`config.mk`:
```
export PLATFORM = sky130hd
export DESIGN_NAME = scale_sequencer_flat
export DESIGN_NICKNAME = d
export VERILOG_FILES = /design/src/rtl/scale_sequencer_if.sv /design/src/rtl/scale_sequencer.sv /design/src/flat_wrapper.sv
export SDC_FILE = /design/constraint.sdc
export NUM_CORES = 1
export LEC_CHECK = 0
export CAP_MARGIN = 15
export CORE_MARGIN = 10
export CORE_UTILIZATION = 50
export CTS_CLUSTER_DIAMETER = 40
export DETAILED_ROUTE_END_ITERATION = 7
export HOLD_SLACK_MARGIN = 0.06
export PLACE_DENSITY = 0.71
export REMOVE_ABC_BUFFERS = 1
export SLEW_MARGIN = 20
export SYNTH_ARGS = -nofsm -noshare
export SYNTH_HDL_FRONTEND = slang
export SYNTH_SLANG_ARGS = --single-unit
export TNS_END_PERCENT = 20
```
`constraint.sdc`:
```
create_clock -name clk -period 2.19 [get_ports clk]
set_clock_uncertainty 0.1 [all_clocks]
set_input_delay 0.5475 -clock clk [delete_from_list [all_inputs] [get_ports clk]]
set_output_delay 0.5475 -clock clk [all_outputs]
set_load 0.03 [all_outputs]
```
`src/rtl/scale_sequencer_if.sv`:
```
// Control/status bundle between the piano top level and scale_sequencer.
// The top level (master) drives the buttons and mode controls; the sequencer
// (slave) returns the selected scale code, its table index and the change strobe.
interface scale_sequencer_if #(
   parameter int NUM_SCALES = 5,
   parameter int SCALE_W    = 3
);
   localparam int IDX_W = (NUM_SCALES > 1) ? $clog2(NUM_SCALES) : 1;

   logic               btn_up;
   logic               btn_down;
   logic [1:0]         mode;
   logic               wrap_en;
   logic [SCALE_W-1:0] scale;
   logic [IDX_W-1:0]   index;
   logic               scale_chg;
   logic               dir;

   modport master (
      output btn_up, btn_down, mode, wrap_en,
      input  scale, index, scale_chg, dir
   );

   modport slave (
      input  btn_up, btn_down, mode, wrap_en,
      output scale, index, scale_chg, dir
   );
endinterface

```
`src/rtl/scale_sequencer.sv`:
```
// Scale/octave selector for the piano key module. Keeps an index into a
// table of scale codes, stepped by debounced up/down buttons or by a
// periodic timer in ramp or bounce order, and strobes scale_chg for the
// screen whenever the selected entry actually changes.
module scale_sequencer #(
   parameter int                              NUM_SCALES   = 5,
   parameter int                              SCALE_W      = 3,
   parameter logic [NUM_SCALES*SCALE_W-1:0]   SCALE_TABLE  = 15'b101_100_011_010_001,
   parameter int                              DEBOUNCE_CYC = 500000,
   parameter int                              AUTO_PERIOD  = 50000000
) (
   input logic              clk,
   input logic              reset_n,
   scale_sequencer_if.slave bus
);

   localparam int IDX_W = (NUM_SCALES > 1) ? $clog2(NUM_SCALES) : 1;
   localparam int DB_W  = (DEBOUNCE_CYC > 1) ? $clog2(DEBOUNCE_CYC) : 1;
   localparam int TMR_W = $clog2(AUTO_PERIOD);

   localparam logic [IDX_W-1:0]   LAST_IDX  = IDX_W'(NUM_SCALES - 1);
   localparam logic [DB_W-1:0]    DB_LAST   = DB_W'(DEBOUNCE_CYC - 1);
   localparam logic [TMR_W-1:0]   TMR_LAST  = TMR_W'(AUTO_PERIOD - 1);
   localparam logic [SCALE_W-1:0] SCALE_RST = SCALE_TABLE[SCALE_W-1:0];

   typedef enum logic [1:0] {
      MODE_HOLD   = 2'b00,
      MODE_MANUAL = 2'b01,
      MODE_RAMP   = 2'b10,
      MODE_BOUNCE = 2'b11
   } mode_e;

   // Bit 0 of each button vector is btn_up, bit 1 is btn_down.
   logic [1:0]         sync1_q, sync2_q;
   logic [1:0]         level_q, level_d;
   logic [1:0]         press_q, press_d;
   logic [DB_W-1:0]    dbCnt_q [2];
   logic [DB_W-1:0]    dbCnt_d [2];
   logic [TMR_W-1:0]   timer_q, timer_d;
   mode_e              modePrev_q, modePrev_d;
   logic [IDX_W-1:0]   index_q, index_d;
   logic [SCALE_W-1:0] scale_q, scale_d;
   logic               scaleChg_q, scaleChg_d;
   logic               dir_q, dir_d;

   mode_e              modeNow;
   logic               modeChg;
   logic               tick;
   logic               upPress;
   logic               downPress;

   // Table lookup with explicit compares so an index outside the table
   // can never select bits beyond the packed parameter.
   function automatic logic [SCALE_W-1:0] tableEntry(input logic [IDX_W-1:0] idx);
      logic [SCALE_W-1:0] entry;
      entry = SCALE_RST;
      for (int i = 0; i < NUM_SCALES; i++) begin
         if (idx == IDX_W'(i)) entry = SCALE_TABLE[i*SCALE_W +: SCALE_W];
      end
      return entry;
   endfunction

   // Two-flop synchronisers bring the raw asynchronous buttons into clk.
   always_ff @(posedge clk) begin
      if (!reset_n) begin
         sync1_q <= '0;
         sync2_q <= '0;
      end else begin
         sync1_q <= {bus.btn_down, bus.btn_up};
         sync2_q <= sync1_q;
      end
   end

   // Debounce, mode tracking, timer and index/scale next-state.
   always_comb begin
      level_d    = level_q;
      press_d    = '0;
      dbCnt_d[0] = '0;
      dbCnt_d[1] = '0;
      modeNow    = mode_e'(bus.mode);
      modePrev_d = modeNow;
      modeChg    = (modeNow != modePrev_q);
      index_d    = index_q;
      dir_d      = dir_q;
      timer_d    = '0;

      // A level is accepted on the DEBOUNCE_CYC-th consecutive disagreeing
      // cycle; only the 0->1 acceptance produces a press pulse.
      for (int b = 0; b < 2; b++) begin
         if (sync2_q[b] != level_q[b]) begin
            if (dbCnt_q[b] == DB_LAST) begin
               level_d[b] = sync2_q[b];
               press_d[b] = sync2_q[b];
            end else begin
               dbCnt_d[b] = dbCnt_q[b] + DB_W'(1);
            end
         end
      end

      upPress   = press_q[0] & ~press_q[1];
      downPress = press_q[1] & ~press_q[0];
      tick      = ((modeNow == MODE_RAMP) || (modeNow == MODE_BOUNCE)) && (timer_q == TMR_LAST);

      // The timer only runs in the auto modes, and restarts whenever the
      // mode value moves so a new mode always gets a full period.
      if ((modeNow == MODE_RAMP || modeNow == MODE_BOUNCE) && !modeChg && (timer_q != TMR_LAST)) begin
         timer_d = timer_q + TMR_W'(1);
      end

      case (modeNow)
         MODE_MANUAL: begin
            if (upPress) begin
               if (index_q == LAST_IDX) begin
                  if (bus.wrap_en) index_d = '0;
               end else begin
                  index_d = index_q + IDX_W'(1);
               end
            end else if (downPress) begin
               if (index_q == '0) begin
                  if (bus.wrap_en) index_d = LAST_IDX;
               end else begin
                  index_d = index_q - IDX_W'(1);
               end
            end
         end
         MODE_RAMP: begin
            if (tick) index_d = (index_q == LAST_IDX) ? '0 : index_q + IDX_W'(1);
         end
         MODE_BOUNCE: begin
            // With a single entry there is nowhere to bounce, so nothing moves.
            // An index already at the far end turns around instead of running off.
            if (tick && (NUM_SCALES > 1)) begin
               if (dir_q) index_d = (index_q == LAST_IDX) ? index_q - IDX_W'(1) : index_q + IDX_W'(1);
               else       index_d = (index_q == '0)      ? index_q + IDX_W'(1) : index_q - IDX_W'(1);
               if (index_d == LAST_IDX)  dir_d = 1'b0;
               else if (index_d == '0)   dir_d = 1'b1;
            end
         end
         default: ;
      endcase

      scale_d    = tableEntry(index_d);
      scaleChg_d = (index_d != index_q);
   end

   // State registers for debouncers, timer and the selected entry.
   always_ff @(posedge clk) begin
      if (!reset_n) begin
         level_q    <= '0;
         press_q    <= '0;
         dbCnt_q[0] <= '0;
         dbCnt_q[1] <= '0;
         timer_q    <= '0;
         modePrev_q <= MODE_HOLD;
         index_q    <= '0;
         scale_q    <= SCALE_RST;
         scaleChg_q <= 1'b0;
         dir_q      <= 1'b1;
      end else begin
         level_q    <= level_d;
         press_q    <= press_d;
         dbCnt_q[0] <= dbCnt_d[0];
         dbCnt_q[1] <= dbCnt_d[1];
         timer_q    <= timer_d;
         modePrev_q <= modePrev_d;
         index_q    <= index_d;
         scale_q    <= scale_d;
         scaleChg_q <= scaleChg_d;
         dir_q      <= dir_d;
      end
   end

   assign bus.scale     = scale_q;
   assign bus.index     = index_q;
   assign bus.scale_chg = scaleChg_q;
   assign bus.dir       = dir_q;

endmodule

```
`src/flat_wrapper.sv`:
```
// flat-port wrapper written by rule: the top's interface ports become plain ports
module scale_sequencer_flat 
#(
   parameter int                              NUM_SCALES   = 5,
   parameter int                              SCALE_W      = 3,
   parameter logic [NUM_SCALES*SCALE_W-1:0]   SCALE_TABLE  = 15'b101_100_011_010_001,
   parameter int                              DEBOUNCE_CYC = 500000,
   parameter int                              AUTO_PERIOD  = 50000000
)
  (clk, reset_n, bus_btn_up, bus_btn_down, bus_mode, bus_wrap_en, bus_scale, bus_index, bus_scale_chg, bus_dir);
  scale_sequencer_if #(.NUM_SCALES(NUM_SCALES), .SCALE_W(SCALE_W)) bus_i ();
  input logic clk;
  input logic reset_n;
  input wire logic [$bits(bus_i.btn_up)-1:0] bus_btn_up;
  input wire logic [$bits(bus_i.btn_down)-1:0] bus_btn_down;
  input wire logic [$bits(bus_i.mode)-1:0] bus_mode;
  input wire logic [$bits(bus_i.wrap_en)-1:0] bus_wrap_en;
  output wire logic [$bits(bus_i.scale)-1:0] bus_scale;
  output wire logic [$bits(bus_i.index)-1:0] bus_index;
  output wire logic [$bits(bus_i.scale_chg)-1:0] bus_scale_chg;
  output wire logic [$bits(bus_i.dir)-1:0] bus_dir;
  assign bus_i.btn_up = bus_btn_up;
  assign bus_i.btn_down = bus_btn_down;
  assign bus_i.mode = bus_mode;
  assign bus_i.wrap_en = bus_wrap_en;
  assign bus_scale = bus_i.scale;
  assign bus_index = bus_i.index;
  assign bus_scale_chg = bus_i.scale_chg;
  assign bus_dir = bus_i.dir;
  scale_sequencer #(.NUM_SCALES(NUM_SCALES), .SCALE_W(SCALE_W), .SCALE_TABLE(SCALE_TABLE), .DEBOUNCE_CYC(DEBOUNCE_CYC), .AUTO_PERIOD(AUTO_PERIOD)) u_core (.clk(clk), .reset_n(reset_n), .bus(bus_i));
endmodule
```
Yosys cells after proc, flatten, opt, wreduce, memory -nomap -nowiden
Memories as Yosys holds them, arrays and structs flattened.
Index checks and enable logic that the tools add are counted.
- flip-flop bits (word level): 44
- memory bits (writable): 38
- bits of input ports: 7
- output and inout port bits: 8
- logic and storage cells: 89
- memories kept: 1
- $add $sub $neg: 5
- eq/ne operators: 17
- mux-type cells: 29
- bitwise operators: 7
- reduce and logical (&&, ||, !) cells: 16
- memory list (name ; words ; width ; rd ports ; clocked after memory_dff ; write ports ; RTL line ; RTL):
    u_core.dbCnt_q ; 2 ; 19 ; 2 ; 0 ; 2 ; scale_sequencer.sv:37 ; logic [DB_W-1:0] dbCnt_q [2];
- operator list (kind ; number):
    19-bit two-way mux ; 6
    3-bit two-way mux ; 16
    19-bit by 1-bit adder with 19-bit output (second input constant) ; 2
    19-bit equality test (second input constant) ; 2
    26-bit by 1-bit adder with 26-bit output (second input constant) ; 1
    26-bit equality test (second input constant) ; 1
    26-bit inequality test (second input constant) ; 1
    3-bit equality test (second input constant) ; 3
    3-bit one-hot mux with 3 select lines ; 1
    3-bit AND reduction ; 3
    3-bit by 2-bit equality test with 1-bit output (second input constant) ; 2
    3-bit zero test ; 2
    2-bit AND reduction ; 3
    2-bit equality test (second input constant) ; 2
    1-bit two-way mux ; 4
    2-bit two-way mux ; 2
    3-bit by 1-bit adder with 3-bit output (second input constant) ; 1
    3-bit by 1-bit equality test with 1-bit output (second input constant) ; 1
    1-bit logical AND ; 3
    3-bit inequality test ; 1
    1-bit inverter ; 3
    3-bit OR reduction ; 1
    3-bit by 1-bit subtractor with 3-bit output (second input constant) ; 1
    1-bit bitwise AND ; 2
    other kinds (8) ; 10

Depth between registers and ports, before layout
- word-level depth: 12
- depth in mapped cells: 9
- mapped depth without buffers: 8

Worst setup path after synthesis
Ideal clock, no wire load.
- path kind: reg2reg
- start: reg u_core.index_q[0] (netlist: u_core.bus.index[0])
- end: reg u_core.scale_q[1] (netlist: u_core.bus.scale[1])
- library setup time: 0.116 ns
- arrival time: 2.390 ns
- required time: 1.974 ns
- path slack: -0.416 ns
- cell stages (with the launch flop): 9
- path buffers: 0
- clock period less this slack: 2.606 ns
- path through: dfxtp_1 inv_1 ha_1 nor2b_1 or3_1 a41o_1 a21boi_1 a21boi_2 o211a_1
- longest elaborated chain between the ends: 10
- elaborated cells on any way between the ends: 26
- those cells by class: add/sub: 2; eq/ne: 5; mux: 17; reduce/logical: 2
- RTL lines (element ; RTL line ; RTL):
    start: declaration ; scale_sequencer.sv:41 ; logic [IDX_W-1:0] index_q, index_d;
    start signal: assignment ; scale_sequencer.sv:166 ; index_q <= index_d;
    3-bit by 1-bit subtractor with 3-bit output (tied with other cells) ; scale_sequencer.sv:122, scale_sequencer.sv:133, scale_sequencer.sv:134 ;
    3-bit two-way mux, on equally long branches ; scale_sequencer.sv:134, scale_sequencer.sv:133 ;
    3-bit two-way mux ; scale_sequencer.sv:133 ; if (dir_q) index_d = (index_q == LAST_IDX) ? index_q - IDX_W'(1) : index_q + IDX_W'(1);
    3-bit two-way mux ; scale_sequencer.sv:132 ; if (tick && (NUM_SCALES > 1)) begin
    3-bit two-way mux ; scale_sequencer.sv:110 ; case (modeNow)
    3-bit two-way mux ; scale_sequencer.sv:132 ;
    3-bit one-hot mux with 3 select lines (*) ; scale_sequencer.sv:110 ;
    3-bit by 1-bit equality test with 1-bit output ; scale_sequencer.sv:58 ; if (idx == IDX_W'(i)) entry = SCALE_TABLE[i*SCALE_W +: SCALE_W];
    2-bit two-way mux (2 in series) ; scale_sequencer.sv:58 ;
    end signal: assignment ; scale_sequencer.sv:167 ; scale_q <= scale_d;
    end: declaration ; scale_sequencer.sv:42 ; logic [SCALE_W-1:0] scale_q, scale_d;
Every way passes the cells marked *; elsewhere a longest branch is shown, timed or not. The select of a mux whose other input is x is not followed.
A chain may end at the register's enable or synchronous reset.

Worst setup path after layout
- start: in bus_mode[0]
- end: reg u_core.scale_q[1] (netlist: u_core.bus.scale[1])
- longest elaborated chain between the ends: 8
- elaborated cells on any way between the ends: 15
- those cells by class: eq/ne: 7; mux: 5; reduce/logical: 3
- RTL lines (element ; RTL line ; RTL):
    start: declaration ; flat_wrapper.sv:16 ; input wire logic [$bits(bus_i.mode)-1:0] bus_mode;
    2-bit equality test ; scale_sequencer.sv:102, scale_sequencer.sv:110 ;
    1-bit logical OR ; scale_sequencer.sv:102 ; tick = ((modeNow == MODE_RAMP) || (modeNow == MODE_BOUNCE)) && (timer_q == TMR_LAST);
    1-bit logical AND ; scale_sequencer.sv:102 ;
    3-bit two-way mux, on equally long branches ; scale_sequencer.sv:132, scale_sequencer.sv:127 ;
    3-bit one-hot mux with 3 select lines (*) ; scale_sequencer.sv:110 ;
    3-bit by 1-bit equality test with 1-bit output ; scale_sequencer.sv:58 ;
    2-bit two-way mux (2 in series) ; scale_sequencer.sv:58 ;
Every way passes the cells marked *; elsewhere a longest branch is shown, timed or not.

==> impl_metrics.csv <==
group,metric,value,unit
status,outcome,"completed",
global_routing,grt_pass1_vias,3275,
timing,fmax,464,MHz
logic_synthesis,syn_area_per_cell,8.55,µm²
timing,final_max_slew_viol_count,0,
place,placed_cells,606,
cts,clockBufferDepth,2,
logic_synthesis,ys_ff_latch,82,
power_and_ir_drop,clkPwrFrac,40.4,%
place,place.gp.congestion,0.827,
logic_synthesis,syn_inst,474,
critical_path,path_max_fanout,6,
final_layout,area_growth,18.4,%
power_and_ir_drop,ir_drop,0.000328,V
logic_synthesis,synth.cell_area,0.00405,mm²
die,coreArea,0.00781,mm²
critical_path,critPathCaptureType,"flip-flop",
timing,layout_min_cycle_time,2.15,ns
die,fp.dieW,110,µm
worst_hold_path,hold_class,"reg -> reg",
route,via_per_inst,5.37,
power_and_ir_drop,p_switching,0.758,mW
route,wire_per_inst,13.4,µm
die,num_io_pins,15,
die,fp.dieH,110,µm
cts,cts-root-buf,"clkbuf_8",
job,maxCapViolations,0,
critical_path,startpoint_type,"input pin",
final_layout,antenna_cells,0,
route,drt_iter0_drc,191,
cts,clock_latency,0.35,ns
critical_path,worst_ep_arrival_time,2.35,ns
critical_path,required,2.39,ns
cts,post_cts_buffers,0,
final_layout,drive_above_1_share,15.0,%
cts,cts.sinks,82,
power_and_ir_drop,p_leak,1.66,nW
die,placementRows,32,
die,initial_utilization,51.9,%
timing,tightest_slew,0.399,ns
final_layout,nNetsFinal,528,
route,ant_nets,0,
logic_synthesis,yosys_warnings,0,
global_routing,antenna_found_initial,0,
logic_synthesis,ys_seq_area_share,40.5,%
route,drt_pass1_iterations,4,
timing,hold_violations,0,
die,die-area,0.0121,mm²
cts,cts_buffers,9,
route,vias,3340,
global_routing,globalRoute.totalOverflow,0,
logic_synthesis,synth-main-ff-cell,"dfxtp_1",
logic_synthesis,yosysUniqueCellTypes,61,
timing,fin_crit_sh,98.4,%
power_and_ir_drop,power_density,642,mW/mm²
place,portBuffers,14,
cts,cts_tree,"built",
logic_synthesis,synth-edff-count,0,
cts,postCtsHoldBufs,0,
logic_synthesis,async_flop_share,0,%
route,drcViolationCount,0,
critical_path,criticalPathCategory,"in -> reg",
power_and_ir_drop,pwr-share-comb,10.3,%
place,dp_hpwl,6020,µm
global_routing,grt_first_pass_wirelength,14600,µm
power_and_ir_drop,swShare,24.6,%
cts,htree_num_levels,3,
final_layout,final_cells,622,
timing,rsz0062_at_grt,"true",
power_and_ir_drop,internal-power,2.32,mW
global_routing,track_usage,14.5,%
timing,setup_viol,0,
global_routing,grt_max_degree,27,
route,drt_wl_total,8320,µm
power_and_ir_drop,p_seq_share,49.3,%
cts,path_clk_slew,0.09,ns
timing,tns,0,ns
timing,maxSlewHeadroom,73.2,%
## logic make-up (layout without fill, tap and decap cells)
| family | count (synthesis) | after routing | share of synthesized area [%] |
|---|---|---|---|
| buffers and inverters | 37 | 83 | 4.23 |
| adders and majority gates | 6 | 6 | 1.85 |
| DFF | 82 | 82 | 40.5 |
| and+or+nand+nor | 236 | 236 | 30.0 |
| xor gates and xnor gates | 62 | 62 | 13.4 |
| muxes | 4 | 4 | 1.02 |
| AOI/OAI and AO/OA | 47 | 47 | 8.96 |
## power groups by stage
stage / registers, mW / clock network, mW / logic (mW)
2_1_floorplan: 1.58 / 0 / 0.137
5_1_grt: 1.52 / 1.34 / 0.340
3_5_place_dp: 1.55 / 0 / 0.294
3_3_place_gp: 1.55 / 0 / 0.292
4_1_cts: 1.52 / 1.28 / 0.299
6_report: 1.52 / 1.24 / 0.317
## cell usage in the layout (no fill, tap or decap), types with 9 or more instances in the layout
cell / netlist / final
clkdlybuf4s50_1: 0 / 9
nand4_1: 20 / 20
xor2_1: 28 / 28
and3_1: 10 / 10
nor3_1: 10 / 10
nor2_1: 88 / 88
xnor2_1: 34 / 34
a21oi_1: 9 / 9
buf_4: 3 / 32
dfxtp_1: 82 / 80
inv_1: 17 / 15
nand3_1: 26 / 26
o21ai_0: 10 / 9
clkbuf_8: 0 / 9
nand2_1: 29 / 29
## metal layers
layer	wire length, µm	global-route usage [%]
met5	0	0
met1	3970	18.2
met2	3930	23.9
met3	283	3.48
met4	131	4.93
## metrics by stage
step                      area [µm²]  setup slack [ns]  hold WS (ns)  utilization, %  total power, mW
final                           4800            0.0353         0.345            61.5             3.08
after CTS                       4740          -0.00423         0.349            60.8             3.09
after floorplan                 3940            -0.570         0.312               -             1.71
after global routing            4800           -0.0505         0.370            61.5             3.21
after global placement          4490            -0.385         0.314            57.6             1.84
after detailed placement        4490            -0.445         0.328            57.6             1.85
## path summary, 6_finish.rpt
check | start | end | slack (ns) | depth (start not counted)
worst min register to register | u_core.sync1_q[1] | u_core.sync2_q[1] | 0.35 | 1
worst min-delay path | u_core.sync1_q[1] | u_core.sync2_q[1] | 0.35 | 1
worst max-delay path | bus_mode[0] | u_core.bus.scale[1] | 0.04 | 7
worst max register to register | u_core.bus.index[1] | u_core.bus.scale[1] | 0.05 | 9
## cells in the mapped netlist, types with 7 or more instances
master	count	area, µm²
nor2_1	88	330
and4_1	7	61.3
and3_1	10	62.6
nand3_1	26	130
inv_1	17	63.8
xor2_1	28	245
buf_2	11	55.1
nor3_1	10	50.1
nand4_1	20	125
dfxtp_1	82	1640
xnor2_1	34	298
o21ai_0	10	50.1
nand2_1	29	109
a21oi_1	9	45.0
## cell type report
class                   instances  area (µm²)
clock buffers                   9         124
clock inverters                 7         105
fillers                       686        3010
inverters                      17        63.8
multi-input cells             355        2300
flip-flops and latches         82        1640
well taps                     102         128
repair buffers                 50         435
## worst max-delay path: stages
cell,delay (ns)
clkdlybuf4s50_1,0.59
inv_1,0.18
o221ai_1,0.30
nand4_1,0.18
o211ai_2,0.26
buf_4,0.16
o211a_1,0.13
## flip-flops by register name, summed over array words and instances, names as in the netlist
signal / count
u_core.dbCnt_q: 38
u_core.timer_q: 26
u_core.bus.index: 3
u_core.bus.scale: 3
u_core.level_q: 2
u_core.modePrev_q: 2
u_core.press_q: 2
u_core.sync1_q: 2
u_core.sync2_q: 2
u_core.bus.dir: 1
u_core.bus.scale_chg: 1
## timing repair
item / 4_1_cts / 5_1_grt
endpoints found under the setup margin: 7 / 6
gates resized for setup: 7 / 17
pin swaps: 3 / 10
gates cloned: 0 / 0
Power figures use the tool's default switching activity.
